$ cat config.mk
export PLATFORM = sky130hd
export DESIGN_NAME = multi_tau_ram_reader_flat
export DESIGN_NICKNAME = d
export VERILOG_FILES = /design/src/rtl/multi_tau_ram_reader_if.sv /design/src/rtl/multi_tau_ram_reader.sv /design/src/flat_wrapper.sv
export SDC_FILE = /design/constraint.sdc
export NUM_CORES = 1
export LEC_CHECK = 0
export CORE_ASPECT_RATIO = 0.75
export CORE_MARGIN = 2
export CORE_UTILIZATION = 40
export CTS_CLUSTER_DIAMETER = 40
export DETAILED_ROUTE_END_ITERATION = 12
export PLACE_DENSITY_LB_ADDON = 0.3
export RECOVER_POWER = 100
export SKIP_CTS_REPAIR_TIMING = 1
export SYNTH_ARGS = -nofsm -noshare
export SYNTH_HDL_FRONTEND = slang
export SYNTH_SLANG_ARGS = --single-unit
$ cat constraint.sdc
create_clock -name clk -period 6 [get_ports clk]
set_input_delay 1.2 -clock clk [delete_from_list [all_inputs] [get_ports clk]]
set_output_delay 1.2 -clock clk [all_outputs]
set_load 0.05 [all_outputs]
$ cat src/rtl/multi_tau_ram_reader_if.sv
// Host readout and channel-RAM bus for the multi-tau correlator readout engine.
// The master side is the host plus the RAM array; the slave side is the reader.
interface multi_tau_ram_reader_if #(
  parameter int N_CH    = 5,
  parameter int DATA_W  = 32,
  parameter int BASE_AW = 5
);
  localparam int ADDR_W = BASE_AW + N_CH - 1;

  logic                     rd_req;
  logic [15:0]              rd_addr;
  logic [9:0]               burst_len;
  logic                     rd_busy;
  logic                     rd_valid;
  logic [DATA_W-1:0]        rd_data;
  logic                     rd_last;
  logic                     rd_err;
  logic [N_CH-1:0]          ram_en;
  logic [ADDR_W-1:0]        ram_addr;
  logic [N_CH*DATA_W-1:0]   ram_data;

  modport master (
    output rd_req, rd_addr, burst_len, ram_data,
    input  rd_busy, rd_valid, rd_data, rd_last, rd_err, ram_en, ram_addr
  );

  modport slave (
    input  rd_req, rd_addr, burst_len, ram_data,
    output rd_busy, rd_valid, rd_data, rd_last, rd_err, ram_en, ram_addr
  );
endinterface

$ cat src/rtl/multi_tau_ram_reader.sv
// Burst readout engine for the multi-tau correlator result RAMs: decodes channel
// and offset, issues wrapping synchronous-RAM reads and returns registered beats.
module multi_tau_ram_reader #(
  parameter int          N_CH         = 5,
  parameter int          DATA_W       = 32,
  parameter int          BASE_AW      = 5,
  parameter int          RAM_LAT      = 1,
  parameter logic [31:0] DEFAULT_DATA = 32'hAAAAAAAA
) (
  input logic clk,
  input logic rst_n,
  multi_tau_ram_reader_if.slave bus
);
  localparam int ADDR_W = BASE_AW + N_CH - 1;
  localparam logic [DATA_W-1:0] DEFAULT_WORD = DATA_W'(DEFAULT_DATA);

  typedef enum logic [1:0] {IDLE, ISSUE, DRAIN, ERR} state_t;

  // One read in flight: travels alongside the RAM access so the return stage
  // knows which slice to pick and how to flag the beat.
  typedef struct packed {
    logic       valid;
    logic       last;
    logic       err;
    logic [3:0] ch;
  } beat_t;

  state_t state, stateNext;

  logic [3:0]        reqSel;
  logic [11:0]       reqOff;
  logic [31:0]       reqMask;
  logic              reqValid;
  logic              accept;

  logic [N_CH-1:0]   ramEn;
  logic [ADDR_W-1:0] ramAddr;
  logic [ADDR_W-1:0] wrapMask;
  logic [9:0]        beatsLeft;
  logic [3:0]        chIdx;
  beat_t             iss;
  beat_t             pipe [RAM_LAT];
  beat_t             tail;

  logic              rdValid;
  logic              rdLast;
  logic              rdErr;
  logic [DATA_W-1:0] rdData;

  // NOTE: every always_comb output gets a default first so no path leaves it
  // unassigned; otherwise synthesis infers a latch to hold the old value.
  always_comb begin
    reqSel   = bus.rd_addr[15:12];
    reqOff   = bus.rd_addr[11:0];
    reqMask  = '0;
    reqValid = 1'b0;
    if (reqSel != 4'd0 && int'(reqSel) <= N_CH) begin
      reqMask  = (32'd1 << (BASE_AW + int'(reqSel) - 1)) - 32'd1;
      reqValid = (32'(reqOff) & ~reqMask) == 32'd0;
    end
  end

  assign accept = (state == IDLE) && bus.rd_req;
  assign tail   = pipe[RAM_LAT-1];

  // NOTE: sequential state uses non-blocking assignments so every register
  // samples pre-edge values, independent of statement order.
  always_ff @(posedge clk or negedge rst_n) begin
    if (!rst_n) state <= IDLE;
    else        state <= stateNext;
  end

  always_comb begin
    stateNext = state;
    unique case (state)
      IDLE:  if (bus.rd_req) stateNext = reqValid ? ISSUE : ERR;
      ISSUE: if (beatsLeft == 10'd0) stateNext = DRAIN;
      DRAIN: if (rdValid && rdLast) stateNext = IDLE;
      ERR:   if (rdValid && rdLast) stateNext = IDLE;
      default: stateNext = IDLE;
    endcase
  end

  // Issue stage: one enable per cycle, address wraps inside the channel.
  always_ff @(posedge clk or negedge rst_n) begin
    if (!rst_n) begin
      ramEn     <= '0;
      ramAddr   <= '0;
      wrapMask  <= '0;
      beatsLeft <= '0;
      chIdx     <= '0;
      iss       <= '0;
    end else begin
      iss <= '0;
      if (accept) begin
        if (reqValid) begin
          ramEn     <= N_CH'(1) << (reqSel - 4'd1);
          ramAddr   <= ADDR_W'(reqOff);
          wrapMask  <= ADDR_W'(reqMask);
          beatsLeft <= bus.burst_len;
          chIdx     <= reqSel - 4'd1;
          iss       <= '{valid: 1'b1, last: (bus.burst_len == 10'd0),
                         err: 1'b0, ch: reqSel - 4'd1};
        end else begin
          iss <= '{valid: 1'b1, last: 1'b1, err: 1'b1, ch: 4'd0};
        end
      end else if (state == ISSUE) begin
        if (beatsLeft == 10'd0) begin
          ramEn <= '0;
        end else begin
          ramAddr   <= (ramAddr + ADDR_W'(1)) & wrapMask;
          beatsLeft <= beatsLeft - 10'd1;
          iss       <= '{valid: 1'b1, last: (beatsLeft == 10'd1),
                         err: 1'b0, ch: chIdx};
        end
      end
    end
  end

  // NOTE: this delay line is a handful of flops, not a RAM, so it is reset;
  // that is what guarantees no stale beat emerges after a mid-burst reset.
  always_ff @(posedge clk or negedge rst_n) begin
    if (!rst_n) begin
      for (int j = 0; j < RAM_LAT; j++) pipe[j] <= '0;
    end else begin
      pipe[0] <= iss;
      for (int j = 1; j < RAM_LAT; j++) pipe[j] <= pipe[j-1];
    end
  end

  // Return stage: rd_data only loads on a beat, so it holds between beats.
  always_ff @(posedge clk or negedge rst_n) begin
    if (!rst_n) begin
      rdValid <= 1'b0;
      rdLast  <= 1'b0;
      rdErr   <= 1'b0;
      rdData  <= '0;
    end else begin
      rdValid <= tail.valid;
      rdLast  <= tail.valid & tail.last;
      rdErr   <= tail.valid & tail.err;
      if (tail.valid) begin
        rdData <= tail.err ? DEFAULT_WORD
                           : bus.ram_data[int'(tail.ch)*DATA_W +: DATA_W];
      end
    end
  end

  assign bus.rd_busy  = (state != IDLE);
  assign bus.rd_valid = rdValid;
  assign bus.rd_last  = rdLast;
  assign bus.rd_err   = rdErr;
  assign bus.rd_data  = rdData;
  assign bus.ram_en   = ramEn;
  assign bus.ram_addr = ramAddr;
endmodule
$ cat src/flat_wrapper.sv
// flat-port wrapper written by rule: the top's interface ports become plain ports
module multi_tau_ram_reader_flat 
#(
  parameter int          N_CH         = 5,
  parameter int          DATA_W       = 32,
  parameter int          BASE_AW      = 5,
  parameter int          RAM_LAT      = 1,
  parameter logic [31:0] DEFAULT_DATA = 32'hAAAAAAAA
)
  (clk, rst_n, bus_rd_req, bus_rd_addr, bus_burst_len, bus_ram_data, bus_rd_busy, bus_rd_valid, bus_rd_data, bus_rd_last, bus_rd_err, bus_ram_en, bus_ram_addr);
  multi_tau_ram_reader_if #(.N_CH(N_CH), .DATA_W(DATA_W), .BASE_AW(BASE_AW)) bus_i ();
  input logic clk;
  input logic rst_n;
  input wire logic [$bits(bus_i.rd_req)-1:0] bus_rd_req;
  input wire logic [$bits(bus_i.rd_addr)-1:0] bus_rd_addr;
  input wire logic [$bits(bus_i.burst_len)-1:0] bus_burst_len;
  input wire logic [$bits(bus_i.ram_data)-1:0] bus_ram_data;
  output wire logic [$bits(bus_i.rd_busy)-1:0] bus_rd_busy;
  output wire logic [$bits(bus_i.rd_valid)-1:0] bus_rd_valid;
  output wire logic [$bits(bus_i.rd_data)-1:0] bus_rd_data;
  output wire logic [$bits(bus_i.rd_last)-1:0] bus_rd_last;
  output wire logic [$bits(bus_i.rd_err)-1:0] bus_rd_err;
  output wire logic [$bits(bus_i.ram_en)-1:0] bus_ram_en;
  output wire logic [$bits(bus_i.ram_addr)-1:0] bus_ram_addr;
  assign bus_i.rd_req = bus_rd_req;
  assign bus_i.rd_addr = bus_rd_addr;
  assign bus_i.burst_len = bus_burst_len;
  assign bus_i.ram_data = bus_ram_data;
  assign bus_rd_busy = bus_i.rd_busy;
  assign bus_rd_valid = bus_i.rd_valid;
  assign bus_rd_data = bus_i.rd_data;
  assign bus_rd_last = bus_i.rd_last;
  assign bus_rd_err = bus_i.rd_err;
  assign bus_ram_en = bus_i.ram_en;
  assign bus_ram_addr = bus_i.ram_addr;
  multi_tau_ram_reader #(.N_CH(N_CH), .DATA_W(DATA_W), .BASE_AW(BASE_AW), .RAM_LAT(RAM_LAT), .DEFAULT_DATA(DEFAULT_DATA)) u_core (.clk(clk), .rst_n(rst_n), .bus(bus_i));
endmodule
# Yosys cells after proc, flatten, opt, wreduce, memory -nomap -nowiden
# Cells that the tools add are included.
# op_classes
n_addsub,6
bitwise_logic,5
div,0
reduce_logical,16
n_shift,3
n_eq_ne,9
mul,0
n_lt_le_gt_ge,1
mux,24
# ops
op,count
$shiftx 160x10->32,1
$mux 9,5
$mux 10,4
$and 12x32->32,1
$logic_not 32->1,1
$mux 32,1
$not 32->32,1
$shl 1x32->32 const A,1
$sub 32x1->32 const B,1
$sub 32x2->32 const B,1
$mux 7,3
$logic_not 10->1,2
$mux 5,4
$eq 10x1->1 const B,1
$sub 10x1->10 const B,1
$add 9x1->9 const B,1
$and 9x9->9,1
$reduce_and 3->1,3
$mux 2,4
$ne 2x1->1 const B,4
$mux 6,1
$pmux 2 s3,1
$reduce_bool 2->1,3
$add 3x4->5 const A,1
other kinds (13),17
# word_totals
rom_bits,0
n_memories,0
latch_bits,0
wordCells,82
output_inout_bits,50
ramBits,0
reg_bits,88

# Depth between registers and ports, before layout
# Gate-level depths: netlist (run 1).
# depth
ltp_word,11
depth_mapped,17

# Worst setup path after synthesis (run 1)
# OpenSTA, ideal clock, no wires.
# synth_path
kind,input port to flip-flop
startpoint,input bus_rd_addr[12]
endpoint,register u_core.chIdx[3]
setup_time_ns,0.128
slack_ns,0.516
path_stages,17
path_buffers,2
arrival_ns,5.356
path_cell_list,inv_1 -> ha_1 -> and4bb_2 -> nor2_2 -> o21a_1 -> mux2i_1 -> nand3_1 -> ha_1 -> a221oi_1 -> o31ai_1 -> a221o_1 -> a221o_1 -> or4_1 -> buf_2 -> nor3_4 -> buf_6 -> mux2_1
# synth_via
elab_chain_len,9
elab_cells_between_ends,13
classes_between,add/sub (4); order compare (1); shift (1); mux (1); bitwise (2); reduce/logical (4)
# synth_lines
element,line_no,rtl
from (decl),flat_wrapper.sv:15,input wire logic [$bits(bus_i.rd_addr)-1:0] bus_rd_addr;
$add 3x4->5,multi_tau_ram_reader.sv:58,reqMask = (32'd1 << (BASE_AW + int'(reqSel) - 1)) - 32'd1;
$sub 32x2->32,multi_tau_ram_reader.sv:58,
$shl 1x32->32,multi_tau_ram_reader.sv:58,
$sub 32x1->32,multi_tau_ram_reader.sv:58,
$not 32->32,multi_tau_ram_reader.sv:59,reqValid = (32'(reqOff) & ~reqMask) == 32'd0;
$and 12x32->32,multi_tau_ram_reader.sv:59,
$logic_not 32->1,multi_tau_ram_reader.sv:59,
$mux 1,multi_tau_ram_reader.sv:57,if (reqSel != 4'd0 && int'(reqSel) <= N_CH) begin
$reduce_and 2->1 (no source line),-,
to (signal assigned),multi_tau_ram_reader.sv:101,chIdx <= reqSel - 4'd1;
to (decl),multi_tau_ram_reader.sv:40,logic [3:0] chIdx;
# Several ways; a longest one is shown, not always the timed one.
# A chain may end at the register's enable or synchronous reset.

# Worst setup path in the final report (run 1)
# layout_path
startpoint,input bus_rd_addr[12]
endpoint,register u_core.wrapMask[0]
# layout_via
elab_chain_len,9
elab_cells_between_ends,13
classes_between,add/sub (3); order compare (1); shift (1); mux (2); bitwise (2); reduce/logical (4)
# layout_lines
element,line_no,rtl
$add 3x4->5,multi_tau_ram_reader.sv:58,
$sub 32x2->32,multi_tau_ram_reader.sv:58,
$shl 1x32->32,multi_tau_ram_reader.sv:58,
$sub 32x1->32,multi_tau_ram_reader.sv:58,
$not 32->32,multi_tau_ram_reader.sv:59,
$and 12x32->32,multi_tau_ram_reader.sv:59,
$logic_not 32->1,multi_tau_ram_reader.sv:59,
$mux 1,multi_tau_ram_reader.sv:57,
$reduce_and 2->1 (no source line),-,
to (signal assigned),multi_tau_ram_reader.sv:99,wrapMask <= ADDR_W'(reqMask);
to (decl),multi_tau_ram_reader.sv:38,logic [ADDR_W-1:0] wrapMask;
# Several ways; a longest one is shown, not always the timed one.

==> impl_metrics.json, run 1 <==
{
  "synthesis.area_um2": 5780,
  "status": "complete, but fails checks",
  "drc_errors": 0,
  "violations": "capacitance limit, slew limit",
  "synthTopCellsByArea": "dfrtp_1 (38%), mux4_2 (12%), a21oi_1 (4.2%), a22o_1 (2.9%), ha_1 (2.8%)",
  "io_buffer_count": 238,
  "start_util_pct": 40.4,
  "antenna_found_initial": 0,
  "worstReg2RegStart": "u_core.pipe[0]$_DFF_PN0_",
  "drt_iter0_drc": 548,
  "cp.arrival_ns": 5.86,
  "rr_endpoint": "u_core.bus.rd_data[3]$_DFFE_PN0P_",
  "hold_viol": 0,
  "die_w_um": 143,
  "fin_util_pct": 61.6,
  "routedWlPerCell_um": 20.6,
  "final_cell_area_um2": 8810,
  "cts_tree": "done",
  "post-synth-top-area-fraction_pct": 38.1,
  "synth_cell_type_count": 71,
  "crit_path_start_kind": "input pin",
  "grt_pass1_vias": 6027,
  "grt_max_degree": 64,
  "place_area_um2": 8480,
  "syn_nets": 779,
  "cts_buffer_depth": 2,
  "synthArstFlopShare_pct": 100,
  "hold_depth": 0,
  "nFillCells": 1192,
  "regArea_um2": 2200,
  "worstPathCellList": "clkdlybuf4s50_1 -> inv_1 -> ha_1 -> and4bb_2 -> nor2_2 -> o21a_1 -> mux2i_1 -> nand3_1 -> ha_1 -> a221oi_1 -> o31ai_1 -> a221o_1 -> a221o_1 -> or4_1 -> nor3_4 -> buf_12 -> mux2_2",
  "slew_headroom_pct": -47.1,
  "drv_cap": 3,
  "cellLeakagePower_uw": 0.00361,
  "vias": 5871,
  "synth_edf_count": 0,
  "place_congestion": 0.946,
  "cts_buffers": 9,
  "final_antenna_net_count": 0,
  "max_freq_mhz": 178,
  "avgViaCountPerCell": 5.76,
  "hold_ws_ns": 0.347,
  "grt_use_total_pct": 28.0,
  "core_um2": 14300,
  "diodes": 0,
  "p_per_area_nw_per_um2": 321,
  "min_to": "u_core.pipe[2]$_DFF_PN0_",
  "synth-seq-area-share_pct": 38.1,
  "setup_tns_ns": 0,
  "syn_inst": 577,
  "reg2reg_depth": 6,
  "end_kind": "register",
  "cts_root_buf": "clkbuf_16",
  "clkTransAtPathRegs_ns": 0.06,
  "cts_sinks": 88,
  "dp_hpwl_um": 16200,
  "critPathKind": "input pin to register",
  "ys_warn_count": 0,
  "period_minus_slack_ns": 5.63,
  "avgSynthCellArea_um2": 10.0,
  "cp_slowest_cell": "or4_1",
  "tightest_slew_ns": 2.21,
  "ir_drop_mv": 0.146,
  "clock_latency_ns": 0.35,
  "critPathMaxFanout": 13,
  "setup_violations": 0,
  "r2r_slack_ns": 1.95,
  "slew_viol_final": 134,
  "die_h_um": 108,
  "grt-ovfl-total": 0,
  "drive_gt1_share_pct": 11.6,
  "min_period_over_period_pct": 93.8,
  "grt_pass1_wl_um": 33300,
  "synth_area_leader_cell": "dfrtp_1",
  "rows": 38,
  "worstHoldStart": "u_core.iss[2]$_DFF_PN0_",
  "hp-class": "register to register",
  "synthToLayoutAreaGrowth_pct": 52.4,
  "synth-seq-cells": 88,
  "final_nets": 1016,
  "cpPeakStageDelay_ns": 0.59,
  "synthFlopType": "dfrtp_1",
  "io_pins": 239,
  "dieArea_um2": 15400,
  "fin_skew_ns": 0.00876,
  "worstPathRequired_ns": 6.23,
  "drtPass1Iterations": 4,
  "rsz0062_at_grt": "false",
  "cts.htree.levels": 3,
  "postRouteWirelength_um": 21000,
  "multi_input_area_um2": 3270
}
## final cells by class
class,count,share of cell area (%)
flip-flops and latches,88,25.0
well taps,200,2.84
clock buffers,9,2.56
repair buffers,268,29.3
clock inverters,7,1.62
inverters,36,1.53
multi-input cells,411,37.1
## cells in the mapped netlist, drive strengths merged (11+ instances only)
master  number
dfrtp       88
buf         11
nand2       40
nor2        32
o22ai       18
nand3       18
inv         36
a22o        19
a22oi       17
o21ai       16
nor3        16
mux4        32
clkbuf      31
a21oi       50
ha          13
## registers in the layout (all words and copies together) (netlist names)
name / count
u_core.bus.rd_err: 1
u_core.bus.rd_last: 1
u_core.wrapMask: 9
u_core.pipe: 7
u_core.chIdx: 4
u_core.bus.ram_addr: 9
u_core.bus.rd_data: 32
u_core.iss: 7
u_core.bus.rd_valid: 1
u_core.state: 2
u_core.beatsLeft: 10
u_core.bus.ram_en: 5
## cell families (layout without fill, tap and decap cells)
logic type,count (synthesis),after routing,synth area share (%)
AOI/OAI and AO/OA,181,181,22.3
xor gates and xnor gates,9,9,1.36
adders and majority gates,13,13,2.81
buffers and inverters,78,320,5.41
DFF,88,88,38.1
muxes,50,50,15.8
and+or+nand+nor,158,158,14.2
## placed cells by master, fill, tap and decap left out, types with 13 or more instances in the layout
master | synthesis | final
buf_4 | 2 | 20
o21ai_0 | 14 | 14
a21oi_1 | 49 | 49
mux4_2 | 32 | 32
inv_1 | 36 | 36
clkdlybuf4s50_1 | 0 | 187
dfrtp_1 | 88 | 87
nor3_1 | 15 | 15
a22oi_1 | 17 | 17
nand2_1 | 40 | 40
dlygate4sd3_1 | 0 | 50
ha_1 | 13 | 13
nand3_1 | 18 | 18
nor2_1 | 31 | 31
a22o_1 | 19 | 19
o22ai_1 | 18 | 18
## layer usage
metal  vias to the layer above  GRT usage (%)  wire [um]
met3                        31           4.83       1390
met5                         -              0          0
li1                       2691              -          -
met1                      2884           39.7       9210
met2                       265           45.0       9960
met4                         0           6.79        415
## critical path: cells and delay by family
family | cells | cell delay [ns]
simple gates | 5 | 1.44
compound gates | 5 | 1.09
buf+inv | 3 | 0.75
fa+ha+maj | 2 | 0.69
mux | 2 | 0.69
## metrics by stage
step                std cells  power, uW  setup WS [ns]
floorplan                 577       1650          0.516
global placement         1003       2160          0.167
detailed placement       1003       2180         0.0174
CTS                      1019       2880          0.343
global route             1019       2970         0.0604
finish                   1019       2830          0.374
## where the power goes
| group | total (uW) | internal (uW) | switching, uW |
|---|---|---|---|
| logic | 1280 | 471 | 805 |
| registers | 861 | 750 | 111 |
| clock network | 696 | 451 | 245 |
## worst max-delay path by stage
stage                                from  slack [ns]  cells past startpoint                            endpoint
after floorplan           bus_rd_addr[12]        0.52                     17         u_core.chIdx[3]$_DFFE_PN0P_
after global placement    bus_rd_addr[12]        0.17                     17  u_core.bus.ram_addr[1]$_DFFE_PN0P_
after detailed placement  bus_rd_addr[12]        0.02                     17  u_core.bus.ram_addr[5]$_DFFE_PN0P_
after CTS                 bus_rd_addr[12]        0.34                     17     u_core.beatsLeft[1]$_DFFE_PN0P_
after global routing      bus_rd_addr[12]        0.06                     17         u_core.chIdx[3]$_DFFE_PN0P_
final                     bus_rd_addr[12]        0.37                     17      u_core.wrapMask[0]$_DFFE_PN0P_
Note: power is estimated with default switching activity, not from simulation.
==> inputs of run 2 (changes only) <==
==> constraint.sdc (replaced) <==
create_clock -name clk -period 6 [get_ports clk]
set_input_delay 1.2 -clock clk [delete_from_list [all_inputs] [get_ports clk]]
set_output_delay 1.2 -clock clk [all_outputs]
set_load 0.005 [all_outputs]
==> results of run 2 <==
The final DEF is identical to that of run 1. Status: complete, but fails checks: capacitance limit, slew limit.
Main changes from that run: total power 2830 uW -> 2430 uW; worst IR drop on VDD 0.146 mV -> 0.140 mV
==> inputs of run 3 (changes only) <==
- CORE_UTILIZATION: 40 -> 47
==> run 3 against run 2 <==
Net effect:
- the run still ends with capacitance limit, slew limit left
- count of clock-buffer cells in the layout is 1 higher
- critical path depth stayed put
- fmax is 0.86% lower
- clock power is 16% lower
- global-route usage is 4.2 points higher
- critical endpoint is now u_core.wrapMask[5]$_DFFE_PN0P_
==> impl_metrics.json, run 3 (synthesis results as in run 1) <==
{
  "status": "complete, but fails checks",
  "violations": "capacitance limit, slew limit",
  "critPathLaunch": "bus_rd_addr[12]",
  "postRouteWirelength_um": 21000,
  "clock_latency_ns": 0.34,
  "slew_headroom_pct": -95.3,
  "io_pins": 239,
  "r2r_slack_ns": 2.28,
  "cpPeakStageDelay_ns": 0.54,
  "final_nets": 1012,
  "place_congestion": 0.946,
  "cts.htree.levels": 3,
  "setup_violations": 0,
  "cts_buffer_depth": 2,
  "drc_errors": 0,
  "drt_iter0_drc": 475,
  "core_um2": 12100,
  "start_util_pct": 47.7,
  "grt_use_total_pct": 32.2,
  "worstReg2RegStart": "u_core.pipe[0]$_DFF_PN0_",
  "power_uw": 2340,
  "grt_max_degree": 55,
  "clkTransAtPathRegs_ns": 0.06,
  "rr_endpoint": "u_core.bus.rd_data[11]$_DFFE_PN0P_",
  "regArea_um2": 2200,
  "drv_cap": 4,
  "dieArea_um2": 13200,
  "avgViaCountPerCell": 6.05,
  "grt-ovfl-total": 0,
  "slew_viol_final": 178,
  "final_common_cell": "clkdlybuf4s50_1",
  "ir_drop_mv": 0.173,
  "rsz0062_at_grt": "false",
  "vias": 5939,
  "grt_pass1_wl_um": 33200,
  "routedWlPerCell_um": 21.4,
  "cts_root_buf": "clkbuf_16",
  "drtPass1Iterations": 4,
  "crit_path_start_kind": "input pin",
  "worstPathRequired_ns": 6.22,
  "tightest_slew_ns": 2.93,
  "hold_viol": 0,
  "cp.arrival_ns": 5.89,
  "min_period_over_period_pct": 94.6,
  "place_area_um2": 8410,
  "final_cell_area_um2": 8680,
  "drive_gt1_share_pct": 11.2,
  "reg2reg_depth": 5,
  "worstPathCellList": "clkdlybuf4s50_1 -> inv_1 -> ha_1 -> and4bb_1 -> nor2_2 -> o21a_1 -> mux2i_2 -> nand3_1 -> ha_1 -> a221oi_1 -> o31ai_1 -> a221o_1 -> a221o_1 -> or4_1 -> nor3_1 -> buf_12 -> mux2_2",
  "hold_ws_ns": 0.348,
  "end_kind": "register",
  "die_h_um": 100,
  "nFillCells": 926,
  "dp_hpwl_um": 16400,
  "hold_depth": 0,
  "die_w_um": 132,
  "layout_common_cells": "clkdlybuf4s50_1 (187), dfrtp_1 (88), dlygate4sd3_1 (50)",
  "synthToLayoutAreaGrowth_pct": 50.2,
  "fin_skew_ns": 0.00824,
  "place_inst": 965,
  "io_buffer_count": 238,
  "cts_sinks": 88,
  "max_freq_mhz": 176,
  "final-instance-count-excl-fill": 982,
  "p_per_area_nw_per_um2": 269,
  "multi_input_area_um2": 3250,
  "grt_pass1_vias": 6031,
  "hp-class": "register to register",
  "largest_reg_flops": 32,
  "critPathKind": "input pin to register",
  "rows": 35,
  "antenna_found_initial": 1,
  "worstSetupEndpoint": "u_core.wrapMask[5]$_DFFE_PN0P_",
  "period_minus_slack_ns": 5.68,
  "cellLeakagePower_uw": 0.00356,
  "cts_tree": "done",
  "cts_buffers": 9,
  "critPathMaxFanout": 23,
  "final_antenna_net_count": 0,
  "cp_slowest_cell": "or4_1"
}
[run 3: cell count changes in the layout (fill, tap and decap cells not counted), sizes merged]
cell      previous run  this run
bufinv               4         1
clkinvlp             0         1
buf                 21        22
diode                0         1
clkbuf              19        15
inv                 37        38
[run 3: area by class of cell]
cell class                 instances  share of cell area (%)
sequential                        88                    25.4
clock buffer                      10                    2.75
timing repair buffer             264                    29.6
clock inverter                     6                   0.864
tap                              166                    2.39
antenna                            1                  0.0288
multi-input combinational        411                    37.5
inverter                          36                    1.56
[run 3: how the worst min path moves through the flow]
stage                     slack (ns)                  endpoint                     from
after floorplan                 0.33  u_core.pipe[0]$_DFF_PN0_  u_core.iss[0]$_DFF_PN0_
after global placement          0.33  u_core.pipe[6]$_DFF_PN0_  u_core.iss[6]$_DFF_PN0_
after detailed placement        0.33  u_core.pipe[2]$_DFF_PN0_  u_core.iss[2]$_DFF_PN0_
after CTS                       0.35  u_core.pipe[2]$_DFF_PN0_  u_core.iss[2]$_DFF_PN0_
after global routing            0.35  u_core.pipe[2]$_DFF_PN0_  u_core.iss[2]$_DFF_PN0_
final                           0.35  u_core.pipe[2]$_DFF_PN0_  u_core.iss[2]$_DFF_PN0_
[run 3: power breakdown]
part           leakage, uW  switching, uW  internal, uW
clock network     0.000151            243           340
registers          0.00106            117           750
logic              0.00234            418           471
[run 3: stage by stage]
stage	TNS, ns	util [%]	setup slack, ns
global route	0	71.6	0.0785
finish	0	71.6	0.325
detailed placement	-0.313	69.3	-0.0687
CTS	0	71.9	0.256
global placement	0	69.3	0.151
floorplan	0	-	0.516
[run 3: routing by layer]
layer  share of wire, %  GRT usage (%)
met3                7.4           6.77
met2                 49           53.6
met4                2.3           9.11
met1                 41           43.1
met5                  0              0
[run 3: worst max-delay path: cells and delay by family]
kind                     cells  cell delay (ns)
AO/OA/AOI/OAI                5             1.08
adder cells (fa/ha/maj)      2             0.68
buffers and inverters        3             0.83
multiplexers                 2             0.67
AND/OR/NAND/NOR              5             1.43
